--- config.mk ---
export PLATFORM = sky130hd
export DESIGN_NAME = multicycle_ctrl
export DESIGN_NICKNAME = d
export VERILOG_FILES = /design/src/rtl/multicycle_ctrl.sv
export SDC_FILE = /design/constraint.sdc
export NUM_CORES = 1
export LEC_CHECK = 0
export ABC_AREA = 1
export CAP_MARGIN = 10
export CORE_MARGIN = 3
export CORE_UTILIZATION = 30
export DETAILED_ROUTE_END_ITERATION = 10
export GPL_TIMING_DRIVEN = 1
export HOLD_SLACK_MARGIN = 0.06
export PLACE_DENSITY = 0.7
export SKIP_LAST_GASP = 1
export SLEW_MARGIN = 20
export SYNTH_ARGS = -nofsm -noshare
export SYNTH_HDL_FRONTEND = slang
export SYNTH_SLANG_ARGS = --single-unit
--- constraint.sdc ---
create_clock -name clk -period 1.5 [get_ports clk]
set_input_delay 0.45 -clock clk [delete_from_list [all_inputs] [get_ports clk]]
set_output_delay 0.45 -clock clk [all_outputs]
set_load 0.1 [all_outputs]
--- src/rtl/multicycle_ctrl.sv ---
// Multi-cycle instruction sequencer: FETCH/DECODE/EXECUTE/WRITEBACK phase enables and PC ownership.
// Optional perf counters are compiled in with `define MC_PERF_CNT_EN; otherwise cycle_cnt/instr_cnt read 0.
module multicycle_ctrl #(
  parameter int PC_W     = 8,
  parameter int RESET_PC = 0,
  parameter int PC_INC   = 1,
  parameter int CNT_W    = 16
) (
  input  logic             clk,
  input  logic             reset_n,
  input  logic             run,
  input  logic             halt_req,
  input  logic             imem_ack,
  input  logic             exec_done,
  input  logic             wb_skip,
  input  logic             branch_taken,
  input  logic [PC_W-1:0]  branch_target,
  output logic [PC_W-1:0]  pc,
  output logic             imem_req,
  output logic             fetch_en,
  output logic             decode_en,
  output logic             exec_en,
  output logic             wb_en,
  output logic             retire,
  output logic             busy,
  output logic             halted,
  output logic [CNT_W-1:0] cycle_cnt,
  output logic [CNT_W-1:0] instr_cnt
);

  // Handshake: imem_ack is honoured only while in FETCH and exec_done only while
  // in EXECUTE; both are single-cycle qualifiers, never latched outside those states.
  typedef enum logic [2:0] {
    S_IDLE   = 3'd0,
    S_FETCH  = 3'd1,
    S_DECODE = 3'd2,
    S_EXEC   = 3'd3,
    S_WB     = 3'd4,
    S_NEXT   = 3'd5,
    S_HALT   = 3'd6
  } state_t;

  state_t          state_q, state_d;
  logic [PC_W-1:0] pc_q, pc_d;
  logic [PC_W-1:0] tgt_q, tgt_d;
  logic            halt_pend_q, halt_pend_d;
  logic            wb_skip_q, wb_skip_d;
  logic            branch_q, branch_d;

  always_ff @(posedge clk) begin
    if (!reset_n) begin
      state_q     <= S_IDLE;
      pc_q        <= PC_W'(RESET_PC);
      tgt_q       <= '0;
      halt_pend_q <= 1'b0;
      wb_skip_q   <= 1'b0;
      branch_q    <= 1'b0;
    end else begin
      state_q     <= state_d;
      pc_q        <= pc_d;
      tgt_q       <= tgt_d;
      halt_pend_q <= halt_pend_d;
      wb_skip_q   <= wb_skip_d;
      branch_q    <= branch_d;
    end
  end

  always_comb begin
    state_d     = state_q;
    pc_d        = pc_q;
    tgt_d       = tgt_q;
    wb_skip_d   = wb_skip_q;
    branch_d    = branch_q;
    // A halt request during an instruction is remembered until it retires.
    halt_pend_d = halt_pend_q | (halt_req && (state_q != S_IDLE));
    case (state_q)
      S_IDLE: begin
        if (halt_req)  state_d = S_HALT;
        else if (run)  state_d = S_FETCH;
      end
      S_FETCH: begin
        if (imem_ack) state_d = S_DECODE;
      end
      S_DECODE: begin
        wb_skip_d = wb_skip;
        state_d   = S_EXEC;
      end
      S_EXEC: begin
        if (exec_done) begin
          branch_d = branch_taken;
          tgt_d    = branch_target;
          state_d  = wb_skip_q ? S_NEXT : S_WB;
        end
      end
      S_WB: state_d = S_NEXT;
      S_NEXT: begin
        pc_d = branch_q ? tgt_q : pc_q + PC_W'(PC_INC);
        if (halt_pend_q) state_d = S_HALT;
        else if (run)    state_d = S_FETCH;
        else             state_d = S_IDLE;
      end
      S_HALT:  state_d = S_HALT;
      default: state_d = S_IDLE;
    endcase
  end

  always_comb begin
    imem_req  = 1'b0;
    fetch_en  = 1'b0;
    decode_en = 1'b0;
    exec_en   = 1'b0;
    wb_en     = 1'b0;
    retire    = 1'b0;
    busy      = 1'b0;
    halted    = 1'b0;
    case (state_q)
      S_FETCH:  begin imem_req = 1'b1; fetch_en = 1'b1; busy = 1'b1; end
      S_DECODE: begin decode_en = 1'b1; busy = 1'b1; end
      S_EXEC:   begin exec_en = 1'b1; busy = 1'b1; end
      S_WB:     begin wb_en = 1'b1; busy = 1'b1; end
      S_NEXT:   begin retire = 1'b1; busy = 1'b1; end
      S_HALT:   halted = 1'b1;
      default:  ;
    endcase
  end

  assign pc = pc_q;

`ifdef MC_PERF_CNT_EN
  logic [CNT_W-1:0] cycle_cnt_q, cycle_cnt_d;
  logic [CNT_W-1:0] instr_cnt_q, instr_cnt_d;

  // Both counters stick at all-ones rather than wrapping.
  always_comb begin
    cycle_cnt_d = cycle_cnt_q;
    instr_cnt_d = instr_cnt_q;
    if (busy && (cycle_cnt_q != '1))   cycle_cnt_d = cycle_cnt_q + CNT_W'(1);
    if (retire && (instr_cnt_q != '1)) instr_cnt_d = instr_cnt_q + CNT_W'(1);
  end

  always_ff @(posedge clk) begin
    if (!reset_n) begin
      cycle_cnt_q <= '0;
      instr_cnt_q <= '0;
    end else begin
      cycle_cnt_q <= cycle_cnt_d;
      instr_cnt_q <= instr_cnt_d;
    end
  end

  assign cycle_cnt = cycle_cnt_q;
  assign instr_cnt = instr_cnt_q;
`else
  assign cycle_cnt = '0;
  assign instr_cnt = '0;
`endif

endmodule

Word-level counts from Yosys, hierarchy flattened
Index checks and enable logic that the tools add are counted.
Operators by class
  add/subtract/negate cells: 1
  bitwise logic cells: 1
  eq/ne operators: 9
  mux-type cells: 16
  reduce and logical (&&, ||, !) cells: 6
Operators by type and width (count)
  one-hot mux 3 bit (7 select lines): 1
  two-way mux 3 bit: 5
  equality test 3 bit (second input constant): 3
  two-way mux 1 bit: 9
  adder 8 x 1 -> 8 bit (second input constant): 1
  two-way mux 8 bit: 1
  equality test 3 x 2 -> 1 bit (second input constant): 2
  OR reduction 5 bit: 1
  inequality test 2 bit (second input constant): 2
  equality test 3 x 1 -> 1 bit (second input constant): 1
  zero test 3 bit: 1
  inequality test 3 bit (second input constant): 1
  AND reduction 3 bit: 1
  nonzero test 3 bit: 1
  AND reduction 2 bit: 1
  logical AND 1 bit: 1
  OR 1 bit: 1
Storage, ports and cells
  input port bits: 16
  bits in registers: 22
  output and inout bits: 48
  word-level logic and storage cells: 39

Logic depth before layout (Yosys ltp)
Gate-level depths: netlist (run 1).
  depth after elaboration: 3
  mapped depth: 8
  mapped depth without buffers: 8

Worst setup path before layout (run 1)
No wires, ideal clock.
  kind: reg2out
  start point: reg state_q[2]
  end point: out imem_req
  path slack: -0.566 ns
  arrival time: 1.616 ns
  data required time: 1.050 ns
  cell stages (with the launch flop): 5
  buffers on the path: 1
  cell sequence: dfxtp_1 inv_2 nand3_1 inv_1 buf_4
Between the ends
  longest elaborated chain between the ends: 2
RTL lines
  start: declaration: line 43  | state_t state_q, state_d;
  start signal: assignment: line 59  | state_q <= state_d;
  equality test 3 x 1 -> 1 bit
  two-way mux 1 bit
  end: declaration: line 19  | output logic imem_req,
No other way between the ends.

Worst setup path after layout (run 1)
  start point: reg state_q[0]
  end point: out busy
Between the ends
  longest elaborated chain between the ends: 3
  elaborated cells between the ends (all ways): 7
  those cells by class: 5 x eq/ne; 1 x mux; 1 x reduce/logical
RTL lines
  equality test 3 bit, or another cell as far along: line 116  | case (state_q)
  OR reduction 5 bit (no line) *
  two-way mux 1 bit *: line 116
  end: declaration: line 25  | output logic busy,
Mark *: on every way between the ends. The rest lies on a longest branch, timed or not.

==> parameters.txt, run 1 <==
Parameter                              Value

Run status
  Status    complete, but fails checks
  Violations in the final reports    negative setup slack

Floorplan
  Count of standard-cell rows    24
  Num ports    64
  Die width    75.1 um
  Vertical die dimension    75.1 um
  Initial Util    32.0%
  Core footprint    0.00447 mm^2
  Full die area    0.00564 mm^2

Critical path
  WP data required    1.05 ns
  Arrival @ worst endpoint    1.25 ns
  Critical-path maximum fanout    5
  Worst-case register-to-register setup slack    0.08 ns
  Type of the worst setup path    flip-flop to output port
  Type of element capturing the critical path    output port
  CP Launch Type    flip-flop

Synth
  Area leader, netlist    dfxtp_1
  Synth async-reset ratio    0%
  Number of register bits inferred by synthesis    22
  Average size of a mapped cell    6.78 um^2
  Mapped Cells    211
  Unique masters post-synth    24
  Leading cell types by count after synthesis    nand2_1, buf_4, a21oi_1, dfxtp_1, inv_1
  Main flop type after synthesis    dfxtp_1
  Count of synthesis-stage warnings from yosys    0
  Top cells by area in the synthesized netlist    dfxtp_1, buf_4, nand2_1
  Post-synth design cell area    0.00143 mm^2
  Fraction of the yosys area taken by sequential cells    30.8%
  Most instantiated library cell after synthesis    nand2_1
  Number of flops mapped to enable cells by yosys    0
  Yosys top cell area share    30.8%

Power and ir drop
  Power per Cell Area    1620 mW/mm^2
  Lkg Pwr    0.859 nW
  Peak supply drop    0.907 mV
  Clock network fraction of design power    10.6%
  Share of total power in combinational logic    66.1%
  Proportion of total power due to net switching    53.5%
  Net switching power    1.84 mW
  Sequential Power Share    23.2%
  Internal Power    1.60 mW

Global route
  Pin count of the biggest net entering global routing    14
  Total grt overflow    0
  Antenna violations before repair    0
  Wire length of the first global-routing pass    5.53 mm
  Gr usage total    12.2%
  Via count of the first global-routing pass    1,264

STA
  Achievable Freq    589 MHz
  Clock period minus final worst setup slack    1.70 ns
  Minimum setup slack in the final design    -0.198 ns
  Share of the clock period used by the worst path after layout    113%
  Setup repair after global routing missed its margin    yes
  Final setup violation count    8
  Number of hold violations in the final report    0
  Final count of pins violating max slew    0
  Setup skew after layout    0.00242 ns

Placement
  DP HPWL    2.52 mm
  Number of port buffers    31
  Final weighted congestion in routability-driven placement    0.879
  Post-Place Worst Slack    -0.0874 ns

Cells and area
  Register cell area after layout    465 um^2
  Total Nets Final    272
  Layout filler cell count    420
  Area taken by multi-input logic gates    818 um^2
  Utilization after layout    47.3%
  Proportion of layout cells with a drive suffix above 1    28.0%
  # diodes    0
  Synth-to-Final Area Change    47.9%

Flow run
  Total of max-cap violations    0

Detailed routing
  Count of antenna-violating nets left after detailed routing    0
  Detailed-routing iteration count for the pre-antenna-repair pass    4
  Final routed wirelength across all metal layers    3.38 mm
  Vias post-DR    1,361
  Average wire per cell in the routed design    11.0 um
  Number of DRC violations after detailed routing    0
  Violation count after the first detailed-routing iteration    74
  Average via count per standard cell    4.45

CTS
  CTS tree    built
  Clock Latency Late Sink    0.26 ns
  Number of buffers created by CTS    3
  Root cell of the clock tree    clkbuf_8
  Worst-path clk slew    0.07 ns
  Number of hold buffers added after cts    0
  Clock buffer depth    2
  Clock sinks    22
  Deepest level of the CTS H-tree    1

Worst hold path
  Hold Path Class    flip-flop to flip-flop
cell type report:
| type | count | share of cell area (%) |
|---|---|---|
| multi-input combinational | 158 | 38.7 |
| timing repair buffer | 47 | 28.8 |
| sequential | 22 | 22.0 |
| inverter | 23 | 5.32 |
| tap | 52 | 3.07 |
| clock buffer | 4 | 2.13 |
kinds of logic (layout without fill, tap and decap cells):
group / after synthesis / in the layout / share of synthesized area, %
fa+ha+maj: 1 / 1 / 0.874
compound gates: 38 / 38 / 14.3
simple gates: 87 / 87 / 27.4
flops: 22 / 22 / 30.8
other cells: 1 / 32 / 0.262
buf+inv: 62 / 74 / 26.3
worst max-delay path, stage by stage, from the launching register on:
cell and delay, ns:
dfxtp_4 0.38, buf_12 0.14, nand3_4 0.09, nand2_4 0.06, nor2_4 0.09, nand2_4 0.05, buf_12 0.16
cell usage in the layout, fill, tap and decap left out:
cell type        count
nand2_1             34
conb_1              32
a21oi_1             21
nand3_1             18
nor2_1              18
buf_12              17
inv_1               15
clkdlybuf4s50_1     15
buf_4               13
dfxtp_1             12
o21ai_0              8
clkinvlp_4           5
dfxtp_4              5
dfxtp_2              5
nand3_4              3
nor2_4               3
nand2_4              3
clkbuf_8             3
nand2_2              2
nand3_2              2
o21ai_1              2
nor3_1               2
buf_6                2
inv_6                1
inv_2                1
inv_4                1
nand4_1              1
nor2_2               1
a21oi_2              1
o21ai_2              1
o211a_1              1
a21oi_4              1
a211oi_2             1
a211oi_1             1
a31oi_1              1
ha_1                 1
clkbuf_1             1
registers in the layout (all words and copies together), names as in the netlist:
| register | cells |
|---|---|
| branch_q | 1 |
| state_q | 3 |
| wb_skip_q | 1 |
| tgt_q | 8 |
| halt_pend_q | 1 |
| pc | 8 |
routing by layer:
metal | global-route usage (%) | share of wire, % | up-vias | routed length (um)
met4 | 4.55 | 0.80 | 0 | 27
met5 | 0 | 0 | - | 0
met3 | 1.47 | 4.7 | 2 | 160
met2 | 20.1 | 50 | 41 | 1700
li1 | - | - | 700 | -
met1 | 16.3 | 44 | 618 | 1500
per-stage QoR:
step	std cells	setup TNS [ns]	power (mW)	instance area [um^2]	hold slack (ns)
finish	306	-1.33	3.44	2120	0.458
global route	306	-1.90	3.60	2120	0.487
CTS	306	-1.24	3.35	2060	0.461
detailed placement	298	-0.253	2.90	1960	0.450
global placement	298	-0.0846	2.89	1960	0.438
floorplan	242	-1.36	2.37	1630	0.427
power by group through the flow:
stage               logic (mW)  clock network (mW)  registers [mW]
global route              2.39               0.406           0.809
detailed placement        2.13                   0           0.770
floorplan                 1.55                   0           0.812
CTS                       2.21               0.371           0.771
finish                    2.27               0.366           0.798
global placement          2.12                   0           0.769
timing repair:
item | 4_1_cts | 5_1_grt
buffers inserted | 4 | 1
pin swaps | 2 | 6
hold endpoints to repair | 0 | 0
endpoints found under the setup margin | 8 | 17
gates resized for setup | 9 | 15
final timing paths:
check                                 from          to  cells past startpoint
worst max-delay path            state_q[0]        busy                      6
worst min-delay path              tgt_q[6]    tgt_q[6]                      2
worst max register to register  state_q[0]  state_q[1]                      9
worst min register to register    tgt_q[6]    tgt_q[6]                      2
(Power assumes the default switching activity.)
==> inputs of run 2 (changes only) <==
--- a/config.mk
+++ b/config.mk
@@ -14,7 +14,6 @@
 export HOLD_SLACK_MARGIN = 0.06
 export PLACE_DENSITY = 0.7
 export SKIP_LAST_GASP = 1
-export SLEW_MARGIN = 20
 export SYNTH_ARGS = -nofsm -noshare
 export SYNTH_HDL_FRONTEND = slang
 export SYNTH_SLANG_ARGS = --single-unit
==> constraint.sdc (replaced) <==
create_clock -name clk -period 1.94 [get_ports clk]
set_input_delay 0.582 -clock clk [delete_from_list [all_inputs] [get_ports clk]]
set_output_delay 0.582 -clock clk [all_outputs]
set_load 0.1 [all_outputs]
==> parameters.txt, run 2 (synthesis gave the netlist of run 1 again) <==
Parameter                              Value

Placement
  Post-Place Worst Slack    0.242 ns
  Number of port buffers    31
  Placed cells    292
  Placement Cell Area    0.00185 mm^2
  DP HPWL    2.49 mm
  Final weighted congestion in routability-driven placement    0.869

STA
  Final count of pins violating max slew    0
  Final setup violation count    0
  Share of the clock period used by the worst path after layout    96.2%
  Setup skew after layout    0.00186 ns
  Minimum setup slack in the final design    0.0740 ns
  Setup repair after global routing missed its margin    no
  Number of hold violations in the final report    0
  Achievable Freq    536 MHz
  Clock period minus final worst setup slack    1.87 ns

Cells and area
  Number of non-filler instances in the completed layout    296
  Total Nets Final    262
  Layout filler cell count    443
  Area of all placed cells without fillers    0.00192 mm^2
  Proportion of layout cells with a drive suffix above 1    17.6%
  Utilization after layout    42.9%
  Most frequent standard cell in the layout excluding fill and tap cells    nand2_1
  Synth-to-Final Area Change    34.2%
  Most used cells in the layout excluding fill and tap cells    nand2_1, conb_1, a21oi_1
  # diodes    0

Detailed routing
  Count of antenna-violating nets left after detailed routing    0
  Violation count after the first detailed-routing iteration    101
  Detailed-routing iteration count for the pre-antenna-repair pass    4
  Number of DRC violations after detailed routing    0
  Average via count per standard cell    4.45
  Average wire per cell in the routed design    10.5 um
  Final routed wirelength across all metal layers    3.12 mm
  Vias post-DR    1,317

Global route
  Met1 demand-to-capacity share in global routing    14.9%
  Met3 Use GR    2.00%
  GR Util met2    19.5%
  Pin count of the biggest net entering global routing    14
  Most crowded layer after global routing    met2
  Total grt overflow    0
  Wire length of the first global-routing pass    5.12 mm
  Antenna violations before repair    0
  Gr usage total    11.9%
  Via count of the first global-routing pass    1,149

Critical path
  Arrival @ worst endpoint    1.28 ns
  WP data required    1.36 ns
  Type of element capturing the critical path    output port
  CP Launch Type    flip-flop
  Critical-path maximum fanout    7
  Type of the worst setup path    flip-flop to output port

CTS
  Number of hold buffers added after cts    0
  Deepest level of the CTS H-tree    1
  # Post-CTS Setup Buffers    0
  Clock sinks    22
  Clock Latency Late Sink    0.26 ns
  CTS tree    built
  Root cell of the clock tree    clkbuf_8
  Worst-path clk slew    0.08 ns
  Clock buffer depth    2
  Number of buffers created by CTS    3

Floorplan
  Core footprint    0.00447 mm^2
  Num ports    64
  Count of standard-cell rows    24
  Vertical die dimension    75.1 um
  Initial Util    32.0%
  Die width    75.1 um
  Full die area    0.00564 mm^2

Worst hold path
  Hold Path Class    flip-flop to flip-flop

Run status
  Status    finished clean

Power and ir drop
  Peak supply drop    0.614 mV
  Power per Cell Area    1270 mW/mm^2
  Lkg Pwr    0.835 nW
  Final Power    2.44 mW

Flow run
  Total of max-cap violations    0
==> run 2: cell count changes in the layout (fill, tap and decap cells not counted), sizes merged <==
cell | before | now
buf | 32 | 22
clkinvlp | 5 | 1
inv | 18 | 22
==> run 2: repair_timing <==
item / in CTS / in global routing
setup endpoints to repair: 1 / 3
hold endpoints to repair: 0 / 0
pin swaps: 0 / 0
resized for setup: 1 / 6
==> run 2: path summary, 6_finish.rpt <==
check | endpoint | depth (start not counted) | from | slack, ns
worst min register to register | wb_skip_q | 2 | wb_skip_q | 0.46
worst max register to register | state_q[0] | 9 | state_q[0] | 0.53
worst max-delay path | decode_en | 5 | state_q[2] | 0.07
worst min-delay path | wb_skip_q | 2 | wb_skip_q | 0.46
==> run 2: area by class of cell <==
cell class | count | area (um^2) | share of cell area, %
Clock buffer | 4 | 55.1 | 2.87
Timing Repair Buffer | 37 | 515 | 26.8
Sequential cell | 22 | 452 | 23.5
Tap cell | 52 | 65.1 | 3.39
Multi-Input combinational cell | 158 | 743 | 38.7
Inverter | 23 | 90.1 | 4.69
==> run 2: metrics by stage <==
stage | hold WS, ns | TNS, ns
2_1_floorplan | 0.427 | -0.0349
3_3_place_gp | 0.442 | 0
3_5_place_dp | 0.455 | 0
4_1_cts | 0.467 | 0
5_1_grt | 0.498 | 0
6_report | 0.461 | 0
==> run 2: worst max-delay path: stages (launching register included) <==
cell     delay, ns
dfxtp_4       0.38
inv_2         0.12
nand3_1       0.11
buf_4         0.16
inv_1         0.08
buf_12        0.18
==> run 2: per-layer routing <==
layer  vias up  share of wire (%)
li1        687                  -
met1       577                 44
met2        47                 48
met3         6                5.4
met4         0                2.6
met5         -                  0
==> run 2: power by group <==
part	internal [mW]	switching (mW)	leakage, nW
Clock	0.181	0.147	0.0288
Sequential	0.524	0.0755	0.181
Combinational	0.429	1.09	0.625
==> inputs of run 3 (changes only) <==
==> constraint.sdc (replaced) <==
create_clock -name clk -period 2 [get_ports clk]
set_input_delay 0.6 -clock clk [delete_from_list [all_inputs] [get_ports clk]]
set_output_delay 0.6 -clock clk [all_outputs]
set_load 0.1 [all_outputs]
==> parameters.txt, run 3 (synthesis gave the netlist of run 1 again) <==
Parameter                              Value

Run status
  Status    finished clean

STA
  Setup total negative slack    0 ns
  Final count of pins violating max slew    0
  Setup repair after global routing missed its margin    no
  Final setup violation count    0
  Achievable Freq    522 MHz
  Setup skew after layout    0.00848 ns
  Number of hold violations in the final report    0
  Share of the clock period used by the worst path after layout    95.7%
  Clock period minus final worst setup slack    1.91 ns

Critical path
  Type of element capturing the critical path    output port
  Worst-case register-to-register setup slack    0.59 ns
  Master of the slowest instance on the critical path    dfxtp_4
  Arrival @ worst endpoint    1.31 ns
  List of cells traversed by the critical path    inv_2 > nand3_2 > nand2_1 > nor2_1 > nand2_2 > buf_12
  Type of the worst setup path    flip-flop to output port
  Delay of the slowest critical-path stage    0.40 ns
  Crit Reg-Reg Startpoint    state_q[0]
  Critical R2R Capture    state_q[1]
  Critical-path maximum fanout    7
  CP Launch Type    flip-flop
  WP data required    1.40 ns
  Depth of the worst register-to-register path    9

CTS
  Clock buffer depth    2
  Clock Latency Late Sink    0.27 ns
  Worst-path clk slew    0.09 ns
  CTS tree    built
  Deepest level of the CTS H-tree    1
  Number of buffers created by CTS    3
  Root cell of the clock tree    clkbuf_8
  Clock sinks    22

Worst hold path
  Hold Path Class    flip-flop to flip-flop
  Worst Hold Depth    2
  Worst Hold Launch    tgt_q[7]
  Worst hold endpoint    tgt_q[7]

Cells and area
  # diodes    0
  Synth-to-Final Area Change    34.5%
  Most used cells in the layout excluding fill and tap cells    nand2_1, conb_1, a21oi_1
  Most frequent standard cell in the layout excluding fill and tap cells    nand2_1
  Proportion of layout cells with a drive suffix above 1    16.5%
  Total Nets Final    261

Floorplan
  Core footprint    0.00447 mm^2
  Num ports    64
  Full die area    0.00564 mm^2
  Die width    75.1 um
  Vertical die dimension    75.1 um
  Initial Util    32.0%
  Count of standard-cell rows    24

Placement
  Number of port buffers    31
  Final weighted congestion in routability-driven placement    0.886
  DP HPWL    2.52 mm

Detailed routing
  Vias post-DR    1,307
  Number of DRC violations after detailed routing    0
  Average wire per cell in the routed design    10.8 um
  Count of antenna-violating nets left after detailed routing    0
  Average via count per standard cell    4.43
  Detailed-routing iteration count for the pre-antenna-repair pass    4
  Violation count after the first detailed-routing iteration    67
  Final routed wirelength across all metal layers    3.19 mm

Global route
  Antenna violations before repair    0
  Wire length of the first global-routing pass    5.15 mm
  Via count of the first global-routing pass    1,130
  Gr usage total    11.7%
  Total grt overflow    0
  Pin count of the biggest net entering global routing    14

Flow run
  Total of max-cap violations    0

Power and ir drop
  Lkg Pwr    0.836 nW
  Power per Cell Area    1280 mW/mm^2
  Peak supply drop    0.603 mV
  Final Power    2.47 mW
## run 3: cell count changes in the layout (fill, tap and decap cells not counted)
cell,change
nor2_1,+1
nor2_2,-1
dfxtp_2,-1
dfxtp_1,+1
bufinv_16,+1
buf_4,-1
clkbuf_8,-1
## run 3: layout make-up
cell class	instances	area, um^2
inverter	23	90.1
clock inverter	1	30.0
fill	470	2550
sequential	22	450
timing repair buffer	36	508
clock buffer	3	41.3
multi-input combinational	158	741
tap	52	65.1
## run 3: what timing repair did
action	in CTS	in global routing
hold buffers	0	0
setup endpoints to repair	1	1
setup buffers	0	0
pin swaps	0	0
resized for setup	1	5
## run 3: worst max-delay path by stage
stage | startpoint | end | slack (ns) | cells after the start
after global routing | state_q[2] | busy | 0.002 | 6
after floorplan | pc[0] | pc[6] | 0.004 | 8
final | state_q[2] | busy | 0.09 | 6
after detailed placement | exec_done | state_q[1] | 0.15 | 7
after global placement | exec_done | state_q[1] | 0.21 | 7
after CTS | state_q[2] | busy | 0.04 | 6
## run 3: metal layers
metal / track usage (%) / routed length, um
met1: 15.8 / 1430
met2: 19.1 / 1540
met5: 0 / 0
met3: 1.87 / 186
met4: 3.56 / 43
## run 3: stage by stage
| stage | std cells | hold WS [ns] | setup slack, ns | utilization, % | cell area [um^2] |
|---|---|---|---|---|---|
| final | 295 | 0.468 | 0.0853 | 43.0 | 1930 |
| after global routing | 295 | 0.509 | 0.00155 | 43.0 | 1930 |
| after CTS | 295 | 0.471 | 0.0434 | 42.8 | 1920 |
| after detailed placement | 291 | 0.456 | 0.149 | 41.2 | 1840 |
| after global placement | 291 | 0.440 | 0.214 | 41.2 | 1840 |
| after floorplan | 242 | 0.427 | 0.00441 | - | 1570 |
## run 3: worst max-delay path, delay by kind of cell (launching register included)
family,cells,cell delay [ns]
flip-flops,1,0.40
buffers and inverters,2,0.25
AND/OR/NAND/NOR,4,0.40
## run 3: report_power, final
part           total (mW)  switching (mW)  leakage, nW  internal, mW
sequential          0.583          0.0751        0.180         0.507
clock               0.417           0.150       0.0357         0.268
combinational        1.47            1.05        0.620         0.411
total                2.47            1.28        0.836          1.19
==> RTL edit, RTL diff (flow settings as in run 1) <==
Set the parameter `CNT_W` to 32 (it was 16).
--- a/src/rtl/multicycle_ctrl.sv
+++ b/src/rtl/multicycle_ctrl.sv
@@ -5,5 +5,5 @@
   parameter int RESET_PC = 0,
   parameter int PC_INC   = 1,
-  parameter int CNT_W    = 16
+  parameter int CNT_W    = 32
 ) (
   input  logic             clk,
Interface: changed (resized cycle_cnt and instr_cnt); port bits go from 64 to 96. The function was not compared with the original's and may differ.
==> RTL edit against run 1 <==
- the flow still finishes with violations (negative setup slack)
- highest routed layer unchanged
- largest power group unchanged
- design area grew 6.1%
- synthesized cell count grew 15%
- clock skew up 2.1 ps
- largest cell class unchanged
- total power grew 11%
- worst setup slack worse by 2.6 ps
- wire length rose by 8.8%
- sequential cell count unchanged
- synthesized area up 17%
- sequential power about the same
- sequential share of layout area down 1.3 points
==> RTL edit: results (changes against run 1) <==
layout:
  multi_input_area_um2: 923  # +13%
  fin_cells: 357  # +17%
  nets: 305  # +12%
  buffer_area_frac: 0.273  # -0.0156
  clk_share: 0.0200  # -0.00123
  design_area_mm2: 0.00225  # +6.1%
  final_layout_size_suffix_gt1_frac: 0.240  # -0.0391
  nClkBuffers: 4  # unchanged
  fillers: 522  # +24%
  synthToLayoutAreaGrowth_pct: 34.4
  nNonClkBuffers: 48  # +2.1%
  final_common_cell: "conb_1"
  multi_input_gates: 190  # +20%
logic_synthesis:
  async_reset_ff_frac: 0  # unchanged
  synth.area.top_cells: "buf_4, dfxtp_1, nand2_1"
  synth_ff_type: "dfxtp_1"
  yosys_warnings: 0  # unchanged
  yosysSeqAreaShare: 0.263  # -0.0442
sta:
  finClkSkew_ps: 4.52  # +2.10 ps
  timing.hold.ws_ps: 454  # -4.04 ps
  fin_ws_ps: -201  # -2.56 ps
  setup_viol: 8  # unchanged
  totalNegativeSetupSlack_ps: -1310  # +19.4 ps
global_route:
  grt_pass1_vias: 1259  # -0.40%
  gr-usage-met3: 0.0191  # +0.00437
  track_usage: 0.107  # -0.0156
  gr-usage-met1: 0.124  # -0.0392
  grt.met2_usage: 0.190  # -0.0108
placement:
  dp_slack_ps: -62.1  # +25.3 ps
  hpwl_um: 2740  # +9.0%
  place_inst: 349  # +17%
  place_area_mm2: 0.00210  # +7.0%
  gp_congestion: 0.787  # -10%
power:
  p_switching_uw: 2210  # +20%
  ir_worst_vdd_mv: 0.780  # -14%
  p_leak_uw: 0.000967  # +13%
route:
  wl_met1_um: 1420  # -5.2%
  firstDrtPassIters: 5  # +1
  dr_wl_met2_um: 1840  # +8.3%
  drt-initial-drc-count: 69  # -6.8%
  post_drt_wl_per_cell_um: 10.3  # -6.8%
  wl_met3_um: 364  # +130%
  vias: 1477  # +8.5%
status:
  outcome: "finished with violations"
  failed_checks: "negative setup slack"
cts:
  post_cts_buffers: 3  # -1
  cts_resized: 14  # +5
  clkSlewWorstSetupHoldPaths_ps: 70  # about the same
critical_path:
  rrSetupSlack_ps: 80  # about the same
  worst-path-max-fanout: 5  # unchanged
  endpoint: "wb_en"
  reg2reg_from: "state_q[1]"
[RTL edit: changes by cell type after synthesis]
| cell | delta |
|---|---|
| buf_4 | +32 |
[RTL edit: worst max-delay path, stage by stage, from the launching register on]
cell,delay (ps)
dfxtp_4,380
nor2_4,130
nand2_2,90
buf_4,150
clkinvlp_4,70
buf_12,160
[RTL edit: cells by family after synthesis]
| family | share of synthesized area |
|---|---|
| other | 0.00224 |
| buffers and inverters | 0.369 |
| adders and majority gates | 0.00748 |
| DFF | 0.263 |
| AOI/OAI and AO/OA | 0.123 |
| and+or+nand+nor | 0.235 |
[RTL edit: power by group through the flow]
stage / registers [µW] / clock network (µW) / logic (µW)
after floorplan: 812 / 0 / 1970
after global placement: 780 / 0 / 2420
after detailed placement: 782 / 0 / 2430
after CTS: 770 / 383 / 2570
after global routing: 808 / 403 / 2780
final: 798 / 368 / 2660
